## src/rtl/rk_kbd_sched_pkg.sv

```systemverilog
// rk_kbd_pkg: shared types and constants for the keyboard matrix write scheduler.
package rk_kbd_pkg;

    // Sequencer states of the autotype script player.
    typedef enum logic [1:0] {
        S_IDLE  = 2'd0,
        S_FETCH = 2'd1,
        S_EXEC  = 2'd2,
        S_WAIT  = 2'd3
    } state_e;

    // One matrix key event; also the bit layout of a script entry.
    typedef struct packed {
        logic       press;
        logic [2:0] col;
        logic [3:0] row;
    } key_evt_t;

    localparam logic [7:0] SCR_END   = 8'hFF;
    localparam logic [7:0] SCR_PAUSE = 8'h00;
    localparam int         KBD_ROWS  = 11;

    // Rows 11..15 do not exist in the matrix and are never written.
    function automatic logic row_valid(input logic [3:0] row);
        return row < 4'(KBD_ROWS);
    endfunction

endpackage

```

## src/rtl/rk_kbd_step_timer.sv

```systemverilog
// rk_kbd_step_timer: loadable down-counter that paces script entries.
// Reloads to STEP_TICKS-3 so that WAIT plus FETCH plus EXEC spans STEP_TICKS clocks.
module rk_kbd_step_timer #(
    parameter int STEP_TICKS = 3000000
) (
    input  logic clk,
    input  logic reset,
    input  logic load,
    input  logic en,
    output logic zero
);
    localparam int            TW     = $clog2(STEP_TICKS + 1);
    localparam logic [TW-1:0] RELOAD = TW'(STEP_TICKS - 3);

    logic [TW-1:0] count;

    // Count down while enabled and hold at zero until the next load.
    always_ff @(posedge clk or posedge reset) begin
        if (reset) begin
            count <= '0;
        end else if (load) begin
            count <= RELOAD;
        end else if (en && count != '0) begin
            count <= count - TW'(1);
        end
    end

    assign zero = (count == '0);

endmodule

```

## src/rtl/rk_kbd_sched.sv

```systemverilog
// rk_kbd_sched: arbitrates the keyboard matrix write port between live PS/2
// key events and a timed autotype script read from an external ROM.
// Build macro RK_KBD_SCHED_ABORT_EN: a live key press aborts a running script
// (clear pulse, then the press is written); without it live input stalls while busy.
module rk_kbd_sched
    import rk_kbd_pkg::*;
#(
    parameter int STEP_TICKS = 3000000,
    parameter int AW         = 6,
    parameter int BOOT_ADDR  = 1,
    parameter int RUN_ADDR   = 26
) (
    input  logic          clk,
    input  logic          reset,
    input  logic          start_boot,
    input  logic          start_run,
    input  logic          live_valid,
    output logic          live_ready,
    input  logic          live_press,
    input  logic [3:0]    live_row,
    input  logic [2:0]    live_col,
    output logic [AW-1:0] rom_addr,
    input  logic [7:0]    rom_data,
    output logic          mx_we,
    output logic [3:0]    mx_row,
    output logic [2:0]    mx_col,
    output logic          mx_val,
    output logic          mx_clr,
    output logic          busy
);
    localparam logic [1:0]    ST_IDLE   = S_IDLE;
    localparam logic [1:0]    ST_FETCH  = S_FETCH;
    localparam logic [1:0]    ST_EXEC   = S_EXEC;
    localparam logic [1:0]    ST_WAIT   = S_WAIT;
    localparam logic [AW-1:0] ADDR_LAST = '1;

    logic [1:0]    state_reg;
    key_evt_t      entry;
    logic          start_any;
    logic [AW-1:0] start_addr;
    logic          live_hs;
    logic          abort_req;
    logic          timer_zero;

    assign entry      = key_evt_t'(rom_data);
    assign start_any  = start_boot | start_run;
    // Boot wins when both starts arrive together.
    assign start_addr = start_boot ? AW'(BOOT_ADDR) : AW'(RUN_ADDR);
    assign busy       = (state_reg != ST_IDLE);
    assign live_hs    = live_valid & live_ready;

`ifdef RK_KBD_SCHED_ABORT_EN
    logic     abort_pend;
    key_evt_t pend_evt;

    // Hold off new live events only while an aborting press waits to be written.
    assign live_ready = ~abort_pend;
    assign abort_req  = live_hs & busy & live_press;

    // Capture the aborting press so it lands on the cycle after the clear pulse.
    always_ff @(posedge clk or posedge reset) begin
        if (reset) begin
            abort_pend <= 1'b0;
            pend_evt   <= '0;
        end else begin
            abort_pend <= abort_req;
            if (abort_req) begin
                pend_evt <= key_evt_t'({live_press, live_col, live_row});
            end
        end
    end
`else
    assign live_ready = ~busy;
    assign abort_req  = 1'b0;
`endif

    rk_kbd_step_timer #(
        .STEP_TICKS(STEP_TICKS)
    ) u_timer (
        .clk  (clk),
        .reset(reset),
        .load (start_any | (state_reg == ST_EXEC)),
        .en   (state_reg == ST_WAIT),
        .zero (timer_zero)
    );

    // Script sequencer, ROM address and the registered matrix write port.
    always_ff @(posedge clk or posedge reset) begin
        if (reset) begin
            state_reg <= ST_IDLE;
            rom_addr  <= '0;
            mx_we     <= 1'b0;
            mx_row    <= '0;
            mx_col    <= '0;
            mx_val    <= 1'b0;
            mx_clr    <= 1'b0;
        end else begin
            mx_we  <= 1'b0;
            mx_clr <= 1'b0;
            if (start_any) begin
                // A start always (re)starts cleanly, discarding any entry in flight.
                rom_addr  <= start_addr;
                state_reg <= ST_FETCH;
                mx_clr    <= 1'b1;
            end else if (abort_req) begin
                state_reg <= ST_IDLE;
                mx_clr    <= 1'b1;
            end else begin
                case (state_reg)
                    ST_FETCH: state_reg <= ST_EXEC;
                    ST_EXEC: begin
                        if (rom_data == SCR_END) begin
                            state_reg <= ST_IDLE;
                        end else begin
                            if (rom_data != SCR_PAUSE && row_valid(entry.row)) begin
                                mx_we  <= 1'b1;
                                mx_row <= entry.row;
                                mx_col <= entry.col;
                                mx_val <= entry.press;
                            end
                            // Running off the top of the ROM ends the script; no wrap.
                            state_reg <= (rom_addr == ADDR_LAST) ? ST_IDLE : ST_WAIT;
                        end
                    end
                    ST_WAIT: begin
                        if (timer_zero) begin
                            rom_addr  <= rom_addr + AW'(1);
                            state_reg <= ST_FETCH;
                        end
                    end
                    default: ;
                endcase
            end
            // Live writes come only from idle handshakes; the first script write
            // is at least two cycles after a start, so the port never collides.
            if (live_hs && !busy && row_valid(live_row)) begin
                mx_we  <= 1'b1;
                mx_row <= live_row;
                mx_col <= live_col;
                mx_val <= live_press;
            end
`ifdef RK_KBD_SCHED_ABORT_EN
            if (abort_pend && row_valid(pend_evt.row)) begin
                mx_we  <= 1'b1;
                mx_row <= pend_evt.row;
                mx_col <= pend_evt.col;
                mx_val <= pend_evt.press;
            end
`endif
        end
    end

endmodule

```

## config.mk

```make
export PLATFORM = sky130hd
export DESIGN_NAME = rk_kbd_sched
export DESIGN_NICKNAME = d
export VERILOG_FILES = /design/src/rtl/rk_kbd_sched_pkg.sv /design/src/rtl/rk_kbd_step_timer.sv /design/src/rtl/rk_kbd_sched.sv
export SDC_FILE = /design/constraint.sdc
export NUM_CORES = 1
export LEC_CHECK = 0
export CAP_MARGIN = 20
export CELL_PAD_IN_SITES_DETAIL_PLACEMENT = 1
export CELL_PAD_IN_SITES_GLOBAL_PLACEMENT = 2
export CORE_UTILIZATION = 30
export CTS_BUF_LIST = sky130_fd_sc_hd__clkbuf_4 sky130_fd_sc_hd__clkbuf_8 sky130_fd_sc_hd__clkbuf_16
export DETAILED_ROUTE_END_ITERATION = 6
export GPL_TIMING_DRIVEN = 1
export HOLD_SLACK_MARGIN = 0.06
export PLACE_DENSITY = 0.86
export SKIP_CTS_REPAIR_TIMING = 1
export SLEW_MARGIN = 20
export SYNTH_ARGS = -nofsm -noshare
export SYNTH_HDL_FRONTEND = slang
export SYNTH_HIERARCHICAL = 1
export SYNTH_SLANG_ARGS = --single-unit
```

## constraint.sdc

```tcl
create_clock -name clk -period 2 [get_ports clk]
set_input_delay 0.4 -clock clk [delete_from_list [all_inputs] [get_ports clk]]
set_output_delay 0.4 -clock clk [all_outputs]
set_load 0.02 [all_outputs]
```

After elaboration in Yosys (flattened, before gate mapping)
Cells that the tools add are included.
Word-level totals
  register bits: 40
  bits of input ports: 21
  logic and storage cells: 74
Cells by class
  add/subtract/negate cells: 2
  equality and inequality tests: 8
  muxes and demuxes: 32
  magnitude comparators: 2
  bitwise logic cells: 4
  reduce and logical (&&, ||, !) cells: 18
Operators with widths (count)
  two-way mux 22 bit: 2
  logical NOT 22 bit: 1
  nonzero test 22 bit: 1
  subtractor 22 x 1 -> 22 bit, second input constant: 1
  two-way mux 4 bit: 5
  two-way mux 6 bit: 3
  two-way mux 3 bit: 5
  nonzero test 2 bit: 6
  two-way mux 1 bit: 11
  == test 8 bit, second input constant: 1
  < comparator 4 bit, second input constant: 2
  two-way mux 2 bit: 4
  nonzero test 8 bit: 1
  adder 6 x 1 -> 6 bit, second input constant: 1
  == test 6 bit, second input constant: 1
  one-hot mux 2 bit (3 select lines): 1
  two-way mux 5 bit: 1
  == test 2 bit, second input constant: 2
  logical AND 1 bit: 4
  inequality test 2 x 1 -> 1 bit, second input constant: 2
  AND reduction 2 bit: 2
  AND reduction 4 bit: 1
  nonzero test 4 bit: 1
  inequality test 3 bit, second input constant: 1
  other kinds (5): 6

Logic depth before layout (Yosys ltp)
Gate-level depths: netlist of run 1.
  word-level depth: 7
  mapped depth: 9
  mapped depth without buffers: 9

By module
The synthesis of run 1 kept the hierarchy.
By module, submodules not included
  rk_kbd_step_timer: area an instance 1521.5 um2, cells an instance 163, seq. area each 550.5 um2, instances 1
  rk_kbd_sched: area an instance 1009.7 um2, cells an instance 105, seq. area each 450.4 um2, instances 1

Worst setup path before layout of run 1
Ideal clock, no wire load.
  kind: flip-flop to flip-flop
  start point: reg u_timer.count[0]
  end point: reg rom_addr[5]
  cell stages (with the launch flop): 10
  setup slack: 0.016 ns
  data required time: 1.881 ns
  arrival: 1.865 ns
  period minus slack after synthesis: 1.984 ns
  path through: dfrtp_1 inv_1 ha_1 nor3b_4 nand4_1 nor2_1 nand3_1 nor3_1 xnor2_1 nor2_1
On the way
  cells in the longest elaborated chain, start to end: 3
Ends and longest elaborated chain
  from (decl): line rk_kbd_step_timer.sv:15  | logic [TW-1:0] count;
  from (signal assigned): line rk_kbd_step_timer.sv:24  | count <= count - TW'(1);
  logical NOT 22 bit: line rk_kbd_step_timer.sv:28  | assign zero = (count == '0);
  named net timer_zero: line rk_kbd_sched.sv:43  | logic timer_zero;
  nonzero test 2 bit (no source line)
  AND reduction 2 bit (no source line)
  to (signal assigned): line rk_kbd_sched.sv:102  | rom_addr <= start_addr;
  to (signal assigned): line rk_kbd_sched.sv:127  | rom_addr <= rom_addr + AW'(1);
  to (decl): line rk_kbd_sched.sv:22  | output logic [AW-1:0] rom_addr,
The timed path passes the listed nets, and every way through them passes these cells.
A chain may end at the register's enable or synchronous reset.

Worst setup path after layout of run 1
  start point: reg u_timer.count[0]
  end point: reg u_timer.count[8]
On the way
  cells in the longest elaborated chain, start to end: 3
  elaborated cells between the ends (all ways): 6
  classes of those cells: add/sub: 1; mux: 2; reduce/logical: 3
Ends and longest elaborated chain
  subtractor 22 x 1 -> 22 bit / nonzero test 22 bit (equally long branches): line rk_kbd_step_timer.sv:24, rk_kbd_step_timer.sv:23
  two-way mux 22 bit / logical AND 1 bit (equally long branches): line rk_kbd_step_timer.sv:23  | end else if (en && count != '0) begin
  two-way mux 22 bit / nonzero test 2 bit (equally long branches)
Parallel ways exist; a longest one is shown, timed or not. The select of a mux whose other input is x is not followed.

==> results.py, run 1 <==
metrics = {
    "setup_path": {
        "arrival_ns": 2.09,
        "r2r_cells": 7,
        "endpoint_kind": "flip-flop",
        "worstSetupStartpointType": "flip-flop",
        "cp_max_fo": 3,
        "rr_startpoint": "u_timer/count[0]",
        "r2r_slack_ns": 0.09,
        "cp_slowest_cell": "dfrtp_1",
        "path_cells": "inv_2 > ha_4 > nor3b_4 > and4_1 > buf_4 > a2111oi_4 > mux2_1",
        "crit_type": "flip-flop to flip-flop",
        "crit_family": "flip-flops",
        "required_ns": 2.18,
        "timing.rr.end": "u_timer/count[8]",
        "crit_buf_inv": 2,
        "slowest_delay_ns": 0.38,
    },
    "cells_and_area": {
        "multiInputGateArea_sq_um": 1429,
        "reg.largest.list": "u_timer/count: 22 flops, rom_addr: 6 flops, mx_row: 4 flops",
        "finalNetCount": 368,
        "stdcell_area_sq_um": 3462,
        "largest_reg_flops": 22,
        "fillers": 968,
        "diodes": 0,
        "final_core_util": 0.4235,
        "drive_gt1_frac": 0.2457,
        "regMostFlops": "u_timer/count",
        "regArea_sq_um": 1002,
        "area_delta_synth_final_pct": 36.78,
    },
    "cts": {
        "cts_buffers": 5,
        "cts-root-buf": "clkbuf_8",
        "cts.path.max_buffers": 2,
        "cts.sinks": 40,
        "clk_pin_slew_ns": 0.08,
        "worstSkewPairLatency_ns": 0.29,
        "cts_htree_levels": 2,
        "cts_tree": "built",
    },
    "grt": {
        "antenna_found_initial": 0,
        "grt_usage": 0.1685,
        "grt_pass1_wl_mm": 11.63,
        "overflow": 0,
        "grt_pass1_vias": 2400,
        "grt_max_degree": 39,
    },
    "power_and_ir_drop": {
        "total_power_w": 0.001986,
        "p_leak_nw": 1.372,
        "p_per_area_nw_per_um2": 573.8,
        "ir_drop_uv": 275.0,
    },
    "route": {
        "drt_wl_total_mm": 6.768,
        "wl_per_cell_um": 15.01,
        "viasPerCell": 5.067,
        "drt_iter0_drc": 87,
        "antenna_left": 0,
        "drt_drc_violations_left": 0,
        "dr.pass1.iters": 4,
        "vias": 2285,
    },
    "yosys": {
        "post_synth_num_cell_types": 56,
        "synth-seq-cells": 40,
        "syn_area_sq_um": 2531,
        "synthesis.nets": 291,
        "seq_area_frac_synth": 0.3955,
        "syn_area_per_cell_sq_um": 9.445,
        "ys.flop_type": "dfrtp_1",
        "syn_inst": 268,
        "yosys_warnings": 6,
        "synth_edf_count": 0,
        "synthArstFlopShare": 1.000,
    },
    "placed_design": {
        "gp_congestion": 0.7989,
        "placed_area_sq_um": 3284,
        "hpwl_mm": 5.137,
        "portBuffers": 38,
    },
    "sta": {
        "finalCritPeriodShare": 0.9536,
        "timing.hold.ws_ns": 0.4664,
        "finalCriticalPeriod_ns": 1.907,
        "rsz0062_at_grt": "false",
        "relSlewSlack": 0.7525,
        "finalSetupViolCount": 0,
        "setup-tns-final_ns": 0,
        "tightest_slew_ns": 0.3712,
        "finalClockSkew_ns": 0.004174,
        "hold_violations": 0,
        "max_freq_mhz": 524.3,
        "slew_viol_final": 0,
    },
    "floorplanning": {
        "fp.dieH_um": 93.86,
        "ios": 39,
        "die_w_um": 93.86,
        "design.die.area_sq_um": 8809,
        "num_rows": 33,
        "initial_core_util": 0.3096,
        "core_sq_um": 8175,
    },
    "hold_path": {
        "hold_path_class": "input port to async pin",
    },
    "flow_run": {
        "maxCapViolCount": 0,
    },
    "run_status": {
        "status": "finished clean",
    },
}
-- cells in the mapped netlist (all sizes together) (2+ instances only) --
| master | number | area share |
|---|---|---|
| nand4b | 4 | 0.016 |
| buf | 7 | 0.028 |
| a211oi | 5 | 0.019 |
| clkbuf | 5 | 0.0074 |
| mux2 | 5 | 0.024 |
| a21o | 4 | 0.015 |
| nand4 | 7 | 0.020 |
| nor2 | 43 | 0.070 |
| dfrtp | 40 | 0.40 |
| nand2 | 13 | 0.019 |
| a31oi | 7 | 0.020 |
| inv | 15 | 0.022 |
| o31ai | 2 | 0.0059 |
| or4 | 5 | 0.018 |
| mux2i | 13 | 0.051 |
| nor3b | 3 | 0.013 |
| nor3 | 5 | 0.014 |
| nor4 | 7 | 0.031 |
| o21ai | 15 | 0.033 |
| xnor2 | 4 | 0.014 |
| nand3 | 11 | 0.022 |
| a21oi | 15 | 0.031 |
| nor2b | 14 | 0.035 |
| or3 | 2 | 0.0049 |
| ha | 2 | 0.0099 |
-- routing by layer --
layer | wire length [um] | track usage | share of wire | vias to the layer above
met4 | 73 | 0.04103 | 0.011 | 0
met2 | 3592 | 0.3060 | 0.53 | 49
met5 | 0 | 0 | 0 | -
met3 | 257 | 0.03074 | 0.038 | 7
li1 | - | - | - | 1106
met1 | 2844 | 0.2038 | 0.42 | 1123
-- through the flow --
| stage | setup WS [ns] | std cells |
|---|---|---|
| after floorplan | 0.01645 | 268 |
| after global placement | 0.07530 | 441 |
| after detailed placement | 0.01862 | 441 |
| after CTS | -0.04180 | 449 |
| after global routing | 0.00001288 | 451 |
| final | 0.09287 | 451 |
-- area by class of cell --
type | count | share of cell area
clock buffers | 5 | 0.01988
clock inverters | 3 | 0.01229
inverters | 15 | 0.01626
multi-input cells | 201 | 0.4127
flip-flops and latches | 40 | 0.2895
well taps | 105 | 0.03795
repair buffers | 82 | 0.2114
-- worst max-delay path by stage --
stage	startpoint	to	cells after the start
final	u_timer/count[0]	u_timer/count[8]	7
after floorplan	u_timer/count[0]	rom_addr[5]	9
after CTS	state_reg[0]	live_ready	3
after global placement	u_timer/count[5]	rom_addr[0]	7
after global routing	u_timer/count[10]	u_timer/count[21]	5
after detailed placement	u_timer/count[5]	rom_addr[0]	7
-- power breakdown --
part	switching, W	total (W)	internal [W]	leakage, nW
Sequential	0.0000377	0.000900	0.000863	0.448
Combinational	0.000208	0.000412	0.000204	0.870
Clock	0.000304	0.000674	0.000370	0.0541
-- cell families (layout without fill, tap and decap cells) --
family,Yosys count,after routing,share of synthesized area
mux,18,18,0.07513
flops,40,40,0.3955
compound gates,55,55,0.1542
simple gates,121,121,0.2902
xor+xnor,5,5,0.01730
buf+inv,27,105,0.05783
fa+ha+maj,2,2,0.009885
-- layout by cell type (no fill, tap or decap), types with 2 or more instances in the layout --
| cell | n |
|---|---|
| a211oi_2 | 4 |
| a21o_1 | 3 |
| a21oi_1 | 14 |
| a31oi_1 | 6 |
| buf_4 | 42 |
| clkbuf_8 | 5 |
| clkdlybuf4s50_1 | 36 |
| dfrtp_1 | 39 |
| dlymetal6s2s_1 | 2 |
| inv_1 | 13 |
| inv_2 | 2 |
| mux2_1 | 4 |
| mux2i_1 | 13 |
| nand2_1 | 13 |
| nand3_1 | 10 |
| nand4_1 | 6 |
| nand4b_1 | 3 |
| nor2_1 | 41 |
| nor2b_1 | 14 |
| nor3_1 | 2 |
| nor3_2 | 2 |
| nor3b_1 | 2 |
| nor4_1 | 3 |
| nor4_2 | 3 |
| o21ai_0 | 5 |
| o21ai_1 | 7 |
| o21ai_2 | 3 |
| o31ai_1 | 2 |
| or3_1 | 2 |
| or4_1 | 3 |
| or4_4 | 2 |
| xnor2_1 | 4 |
-- worst min-delay path, stage by stage --
cell,delay [ns]
clkdlybuf4s50_1,0.43
inv_1,0.06
buf_4,0.25
Note: power is estimated with default switching activity, not from simulation.
==> run 2: changes to the inputs <==
- ABC_AREA: unset -> 1
- CORE_UTILIZATION: 30 -> 28
- PLACE_DENSITY: 0.86 -> 0.88
- SETUP_SLACK_MARGIN: unset -> 0.2
==> results.py, run 2 <==
metrics = {
    "run_status": {
        "status": "finished clean",
    },
    "flow_run": {
        "maxCapViolCount": 0,
    },
    "cells_and_area": {
        "final_core_util": 0.3864,
        "area_delta_synth_final_pct": 34.22,
        "final_common_cell": "nand2_1",
        "drive_gt1_frac": 0.2245,
        "regMostFlops": "u_timer/count",
        "finalNetCount": 463,
        "largest_reg_flops": 22,
        "final_cell_mix": "nand2_1, nand3_1, dfrtp_1",
        "reg.largest.list": "u_timer/count: 22 flops, rom_addr: 6 flops, mx_row: 4 flops",
        "diodes": 0,
    },
    "cts": {
        "clk_pin_slew_ns": 0.08,
        "cts-root-buf": "clkbuf_8",
        "cts_tree": "built",
        "cts.path.max_buffers": 2,
        "worstSkewPairLatency_ns": 0.29,
        "cts_htree_levels": 2,
        "cts.sinks": 40,
        "cts_buffers": 5,
    },
    "setup_path": {
        "r2r_slack_ns": 0.13,
        "crit_family": "simple AND/OR/NAND/NOR gates",
        "cp_slowest_cell": "dfrtp_1",
        "slowest_delay_ns": 0.41,
        "r2r_cells": 11,
        "rr_startpoint": "u_timer/count[7]",
        "crit_buf_inv": 2,
        "arrival_ns": 2.06,
        "timing.rr.end": "rom_addr[5]",
        "cp_max_fo": 5,
        "endpoint_kind": "flip-flop",
        "worstSetupStartpointType": "flip-flop",
        "crit_cells": 11,
        "crit_type": "flip-flop to flip-flop",
        "path_cells": "nor2_2 > nand2_2 > nor2_4 > nand3_2 > nor4_4 > inv_2 > o21ai_4 > buf_4 > nand3_1 > nand2_1 > nor2_1",
        "required_ns": 2.19,
    },
    "route": {
        "drt_drc_violations_left": 0,
        "dr.pass1.iters": 4,
        "antenna_left": 0,
        "wl_per_cell_um": 14.05,
        "drt_iter0_drc": 84,
        "vias": 2663,
        "viasPerCell": 4.824,
        "drt_wl_total_mm": 7.754,
    },
    "yosys": {
        "synth-xor-area-share": 0.009924,
        "synth_adder_area_share": 0.009452,
        "synthArstFlopShare": 1.000,
        "synth_edf_count": 0,
        "post_synth_num_cell_types": 31,
        "synth-seq-cells": 40,
        "yosys.area_share.simple": 0.4513,
        "synth_top_family_by_area": "simple AND/OR/NAND/NOR gates",
        "synth-compound-area-share": 0.06947,
        "netlist.area_leader.share": 0.3781,
        "ys.flop_type": "dfrtp_1",
        "synth_top_cells_by_area": "dfrtp_1, nand2_1, nand3_1, inv_1, nor2_1",
        "synthesis.nets": 396,
        "synth_top_area_cell": "dfrtp_1",
        "synthTopCellsByCount": "nand2_1, nand3_1, dfrtp_1, inv_1, nor2_1",
        "synth.area.mux_share": 0,
        "yosysMostFrequentCell": "nand2_1",
        "syn_area_per_cell_sq_um": 7.098,
        "syn_area_sq_um": 2648,
        "seq_area_frac_synth": 0.3781,
        "yosys_warnings": 6,
        "syn_inst": 373,
    },
    "sta": {
        "setup-tns-final_ns": 0,
        "worst_slack_ns": 0.1255,
        "hold_violations": 0,
        "tightest_slew_ns": 0.3048,
        "finalCriticalPeriod_ns": 1.874,
        "timing.hold.ws_ns": 0.4531,
        "finalCritPeriodShare": 0.9372,
        "finalSetupViolCount": 0,
        "max_freq_mhz": 533.5,
        "finalClockSkew_ns": 0.009146,
        "relSlewSlack": 0.7968,
        "slew_viol_final": 0,
        "rsz0062_at_grt": "true",
    },
    "floorplanning": {
        "num_rows": 35,
        "fp.dieH_um": 99.24,
        "core_sq_um": 9196,
        "ios": 39,
        "design.die.area_sq_um": 9849,
        "die_w_um": 99.24,
        "initial_core_util": 0.2879,
    },
    "grt": {
        "antenna_found_initial": 0,
        "met3_usage": 0.01968,
        "met1_usage": 0.2039,
        "grt_usage": 0.1592,
        "overflow": 0,
        "grt_pass1_vias": 2625,
        "grt-busiest-layer": "met2",
        "grt_max_degree": 23,
        "grt_pass1_wl_mm": 12.70,
        "grtUsageMet2": 0.2842,
    },
    "power_and_ir_drop": {
        "ir_drop_uv": 319.2,
        "total_power_w": 0.002320,
        "p_leak_nw": 1.744,
        "p_per_area_nw_per_um2": 652.8,
    },
    "hold_path": {
        "hold_path_class": "input port to async pin",
    },
    "placed_design": {
        "portBuffers": 38,
        "post-place-ws_ns": -0.1305,
        "gp_congestion": 0.7882,
        "hpwl_mm": 5.995,
    },
}
[run 2: cell count changes after synthesis, sizes merged, moves of 7 or more]
cell	delta
inv	+30
mux2i	-13
nand2	+122
nand3	+37
nor2b	-14
a21oi	-11
a31oi	-7
[run 2: stage by stage]
stage	area (sq um)	cells
detailed placement	3242	530
global route	3553	552
finish	3553	552
global placement	3242	530
floorplan	2668	373
CTS	3368	538
[run 2: cells by family (layout without fill, tap and decap cells)]
kind of cell / Yosys count / in the layout
buf+inv: 51 / 119
simple gates: 250 / 250
fa+ha+maj: 2 / 2
xor+xnor: 3 / 3
compound gates: 27 / 27
flops: 40 / 40
[run 2: layout make-up]
class	count	area (sq um)
clock buffers	7	96.34
well taps	111	138.9
clock inverters	1	30.03
fillers	1160	5643
repair buffers	65	591.8
multi-input cells	282	1521
inverters	46	173.9
flip-flops and latches	40	1001
[run 2: worst register-to-register path, cell delays in order (launching register included)]
cell     delay (ns)
dfrtp_1        0.41
nor2_2         0.16
nand2_2        0.11
nor2_4         0.14
nand3_2        0.09
nor4_4         0.25
inv_2          0.12
o21ai_4        0.18
buf_4          0.15
nand3_1        0.06
nand2_1        0.06
nor2_1         0.04
[run 2: power breakdown]
part | internal, W | total, W | switching (W)
sequential | 0.000892 | 0.000966 | 0.0000733
combinational | 0.000279 | 0.000633 | 0.000354
clock | 0.000441 | 0.000721 | 0.000281
[run 2: metal layers]
| metal | wire length [um] | share of wire | up-vias |
|---|---|---|---|
| li1 | - | - | 1326 |
| met1 | 3595 | 0.46 | 1312 |
| met2 | 3974 | 0.51 | 21 |
| met3 | 114 | 0.015 | 4 |
| met4 | 70 | 0.0090 | 0 |
| met5 | 0 | 0 | - |
[run 2: how the worst max path moves through the flow]
stage	start	end	slack, ns
after floorplan	u_timer/count[0]	rom_addr[3]	0.21
after global placement	u_timer/count[1]	rom_addr[0]	-0.05
after detailed placement	u_timer/count[1]	rom_addr[0]	-0.13
after CTS	u_timer/count[1]	rom_addr[0]	-0.14
after global routing	u_timer/count[5]	rom_addr[5]	-0.04
final	u_timer/count[7]	rom_addr[5]	0.13
==> run 3: changes to the inputs <==
- CORE_UTILIZATION: 28 -> 30
- PLACE_DENSITY: 0.88 -> 0.9
- clock period: 2 -> 1.8 ns (I/O delays scaled with it)
==> results.py, run 3 (synthesized netlist as in run 2, its figures left out) <==
metrics = {
    "run_status": {
        "status": "complete, but fails checks",
        "violations": "negative setup slack",
    },
    "route": {
        "drt_drc_violations_left": 0,
        "wl_met2_mm": 4.239,
        "dr_wl_met3_um": 239,
        "viasPerCell": 4.946,
        "dr.pass1.iters": 4,
        "wl_per_cell_um": 14.82,
        "vias": 2814,
        "routed.top_layer": "met4",
        "drt_iter0_drc": 70,
        "antenna_left": 0,
        "wl_met1_mm": 3.781,
        "drt_wl_total_mm": 8.431,
    },
    "floorplanning": {
        "initial_core_util": 0.3159,
        "design.die.area_sq_um": 9204,
        "ios": 39,
        "die_w_um": 95.94,
        "core_sq_um": 8382,
        "fp.dieH_um": 95.94,
        "num_rows": 33,
    },
    "power_and_ir_drop": {
        "internal-power_w": 0.001610,
        "p_sw_w": 0.0008278,
        "p_comb_frac": 0.314,
        "sequentialPowerShare": 0.435,
        "p_leak_nw": 2.068,
        "switching_share": 0.3395,
        "ir_drop_uv": 262.7,
        "p_per_area_nw_per_um2": 628.1,
        "clkPwrFrac": 0.251,
    },
    "sta": {
        "tightest_slew_ns": 0.3746,
        "finalCriticalPeriod_ns": 1.957,
        "slew_viol_final": 0,
        "rsz0062_at_grt": "true",
        "finalClockSkew_ns": 0.01559,
        "max_freq_mhz": 511.1,
        "finalCritPeriodShare": 1.087,
        "hold_violations": 0,
        "finalSetupViolCount": 6,
        "worst_slack_ns": -0.1567,
        "relSlewSlack": 0.7480,
    },
    "grt": {
        "grt_max_degree": 23,
        "grt_usage": 0.1818,
        "grt_pass1_wl_mm": 12.94,
        "overflow": 0,
        "grt_pass1_vias": 2761,
        "antenna_found_initial": 0,
    },
    "setup_path": {
        "arrival_ns": 2.18,
        "r2r_slack_ns": -0.16,
        "required_ns": 2.02,
        "worstSetupStartpointType": "flip-flop",
        "cp_max_fo": 6,
        "crit_type": "flip-flop to flip-flop",
        "endpoint_kind": "flip-flop",
    },
    "cts": {
        "clk_pin_slew_ns": 0.09,
        "cts-root-buf": "clkbuf_8",
        "cts_tree": "built",
        "cts.sinks": 40,
        "cts.path.max_buffers": 2,
        "cts_buffers": 5,
        "cts_htree_levels": 2,
        "worstSkewPairLatency_ns": 0.30,
    },
    "cells_and_area": {
        "final_cell_mix": "nand2_1, nand3_1, buf_4",
        "largest_reg_flops": 22,
        "fillers": 1043,
        "finalNetCount": 487,
        "area_delta_synth_final_pct": 46.60,
        "final_cells": 569,
        "reg.largest.list": "u_timer/count: 22 flops, rom_addr: 6 flops, mx_row: 4 flops",
        "drive_gt1_frac": 0.2996,
        "diodes": 0,
        "regMostFlops": "u_timer/count",
        "final_core_util": 0.4631,
        "final_common_cell": "nand2_1",
    },
    "placed_design": {
        "dp_cells": 546,
        "hpwl_mm": 6.115,
        "gp_congestion": 0.7707,
        "portBuffers": 38,
    },
    "hold_path": {
        "hold_path_class": "input port to flip-flop",
    },
    "flow_run": {
        "maxCapViolCount": 0,
    },
}
==> run 3: through the flow <==
stage	cell area [sq um]	hold slack (ns)	power (W)	TNS, ns	setup WS (ns)
CTS	3498	0.4447	0.002414	-0.9230	-0.1741
global placement	3417	0.4674	0.001775	-0.04702	-0.01462
detailed placement	3417	0.4773	0.001797	-1.266	-0.1639
global route	3881	0.3778	0.002562	-1.468	-0.2861
finish	3881	0.3764	0.002438	-0.7494	-0.1567
floorplan	2673	0.2986	0.001447	0	0.08190
==> run 3: critical path, cell delays in order, from the launching register on <==
cell and delay [ns]:
dfrtp_1 0.38, nor2_1 0.18, nand2_2 0.11, nor2_4 0.12, nand3_2 0.09, nor4_4 0.30, inv_2 0.11, o21ai_4 0.25
buf_6 0.14, nor2_2 0.03, nor3_2 0.16
==> run 3: layer usage <==
| layer | track usage | vias up |
|---|---|---|
| met5 | 0 | - |
| met4 | 0.03980 | 0 |
| met3 | 0.02765 | 17 |
| met2 | 0.3327 | 52 |
| met1 | 0.2237 | 1373 |
| li1 | - | 1372 |
==> run 3: cell type report <==
class	instances	area, sq um	area share
multi-input combinational	284	1624	0.4184
inverter	46	185.2	0.04771
tap	105	131.4	0.03385
timing repair buffer	87	857.1	0.2208
clock inverter	1	5.005	0.001289
sequential	40	1002	0.2582
clock buffer	6	76.32	0.01966
==> run 3: path summary, 6_finish.rpt <==
| check | start | end | cells after the start |
|---|---|---|---|
| worst max-delay path | u_timer/count[4] | rom_addr[1] | 10 |
| worst min-delay path | start_boot | rom_addr[1] | 2 |
| worst max register to register | u_timer/count[4] | rom_addr[1] | 10 |
| worst min register to register | u_timer/count[21] | u_timer/count[21] | 2 |
| max in group asynchronous | reset | u_timer/count[21] | 3 |
| min in group asynchronous | reset | state_reg[0] | 3 |
==> run 3: power groups by stage <==
stage	clock network [W]	logic [W]	registers, W
3_3_place_gp	0	0.000703	0.00107
6_report	0.000612	0.000765	0.00106
2_1_floorplan	0	0.000297	0.00115
5_1_grt	0.000659	0.000832	0.00107
3_5_place_dp	0	0.000719	0.00108
4_1_cts	0.000632	0.000722	0.00106
==> edit: new RTL, flow settings as in run 3 <==
The option `RK_KBD_SCHED_ABORT_EN` is turned on by a define.
--- a/src/rtl/rk_kbd_sched.sv
+++ b/src/rtl/rk_kbd_sched.sv
@@ -2,6 +2,8 @@
 // key events and a timed autotype script read from an external ROM.
 // Build macro RK_KBD_SCHED_ABORT_EN: a live key press aborts a running script
 // (clear pulse, then the press is written); without it live input stalls while busy.
+`define RK_KBD_SCHED_ABORT_EN
+
 module rk_kbd_sched
     import rk_kbd_pkg::*;
 #(
Formal check against the unedited RTL: not equivalent (Yosys sat finds a counterexample within 4 cycles, from zero or initial values and one cycle with reset high).
==> edit against run 3 <==
Count of clock-buffer cells in the layout down 1. Final area up 21%. Core utilization down 3.3 points. Final cell count up 19%. Wire length up 22%. Highest routed layer unchanged. Sequential cell count up 9. Non-clock buffer count down 5. Global-route usage down 0.47 points. Total power up 28%. Critical path depth up 1. Synthesized area up 27%. Worst setup slack better by 0.20 ns. Fmax up 11%.
==> edit: results (changes against run 3) <==
| Metric | Value |
|---|---|
| Status | `complete, no violations` |
| Post-synthesis sequential area ratio | `36.5% (-1.3 points)` |
| Number of fill cells | `1319 (+26%)` |
| DR iter-0 viols | `141 (+100%)` |
| Vias in the first global route | `3370 (+22%)` |
| Post-DP HPWL | `7340 um (+20%)` |
| Reg2reg setup slack | `0.04 ns (+0.20 ns)` |
| Area contributors post-synth | `dfrtp_1 (37%), nand2_1 (14%), nand3_1 (9.1%), inv_1 (5.8%), nand2_2 (5.0%)` |
| Multi-input gates | `337 (+19%)` |
| Placed cell area | `4110 um2 (+20%)` |
| Worst-margin pin slew | `0.377 ns (+0.00266 ns)` |
| Syn Nets | `474 (+20%)` |
| First-pass GRT wire length | `16200 um (+25%)` |
| Clock buffer count | `5 (-1)` |
| Routed len/inst | `15.2 um (+2.6%)` |
| GRT Util Overall | `17.7% (-0.47 points)` |
| Vias per cell | `4.78 (-3.4%)` |
| Multi-input combinational area share | `44.6% (+2.8 points)` |
| RD Place Congestion | `0.786 (+1.9%)` |
| R2r worst-path depth | `11 (+1)` |
| Library cells used by synthesis | `35 (+13%)` |
| Register area | `1230 um2 (+23%)` |
| Clock skew | `0.0133 ns (-0.00228 ns)` |
| Non-clock buffers | `82 (-5.7%)` |
| Post-synthesis cell count | `451 (+21%)` |
| Reg-to-reg endpoint | `u_timer/count[14]` |
| Worst hold-check path type | `in2async` |
| Top Registers | `u_timer/count: 22 flops, pend_evt: 8 flops, rom_addr: 6 flops` |
| Inverters | `61 (+33%)` |
| Max stage delay on crit path | `0.43 ns (+0.05 ns)` |
==> edit: cell count changes after synthesis, sizes merged, moves of 3 or more <==
cell | before | now
dfrtp | 40 | 49
inv | 45 | 59
nand2 | 135 | 160
nand3 | 48 | 65
nor2 | 47 | 54
nor3 | 3 | 0
o21ai | 20 | 28
==> edit: logic make-up (layout without fill, tap and decap cells) <==
group / Yosys count / in the layout / share of synthesized area, %
xor+xnor: 4 / 4 / 1.04
simple gates: 297 / 298 / 46.7
fa+ha+maj: 2 / 2 / 0.745
compound gates: 33 / 33 / 6.63
buf+inv: 66 / 150 / 8.35
flops: 49 / 49 / 36.5
==> edit: report_power, final <==
part	switching, mW	internal, mW	leakage [nW]
clock	0.386	0.405	0.0540
sequential	0.103	1.23	0.575
combinational	0.574	0.419	1.78
==> edit: routing by layer <==
metal,vias to the layer above,share of wire [%]
met3,11,2.7
met2,47,52
met1,1567,44
met4,0,1.4
li1,1604,-
met5,-,0
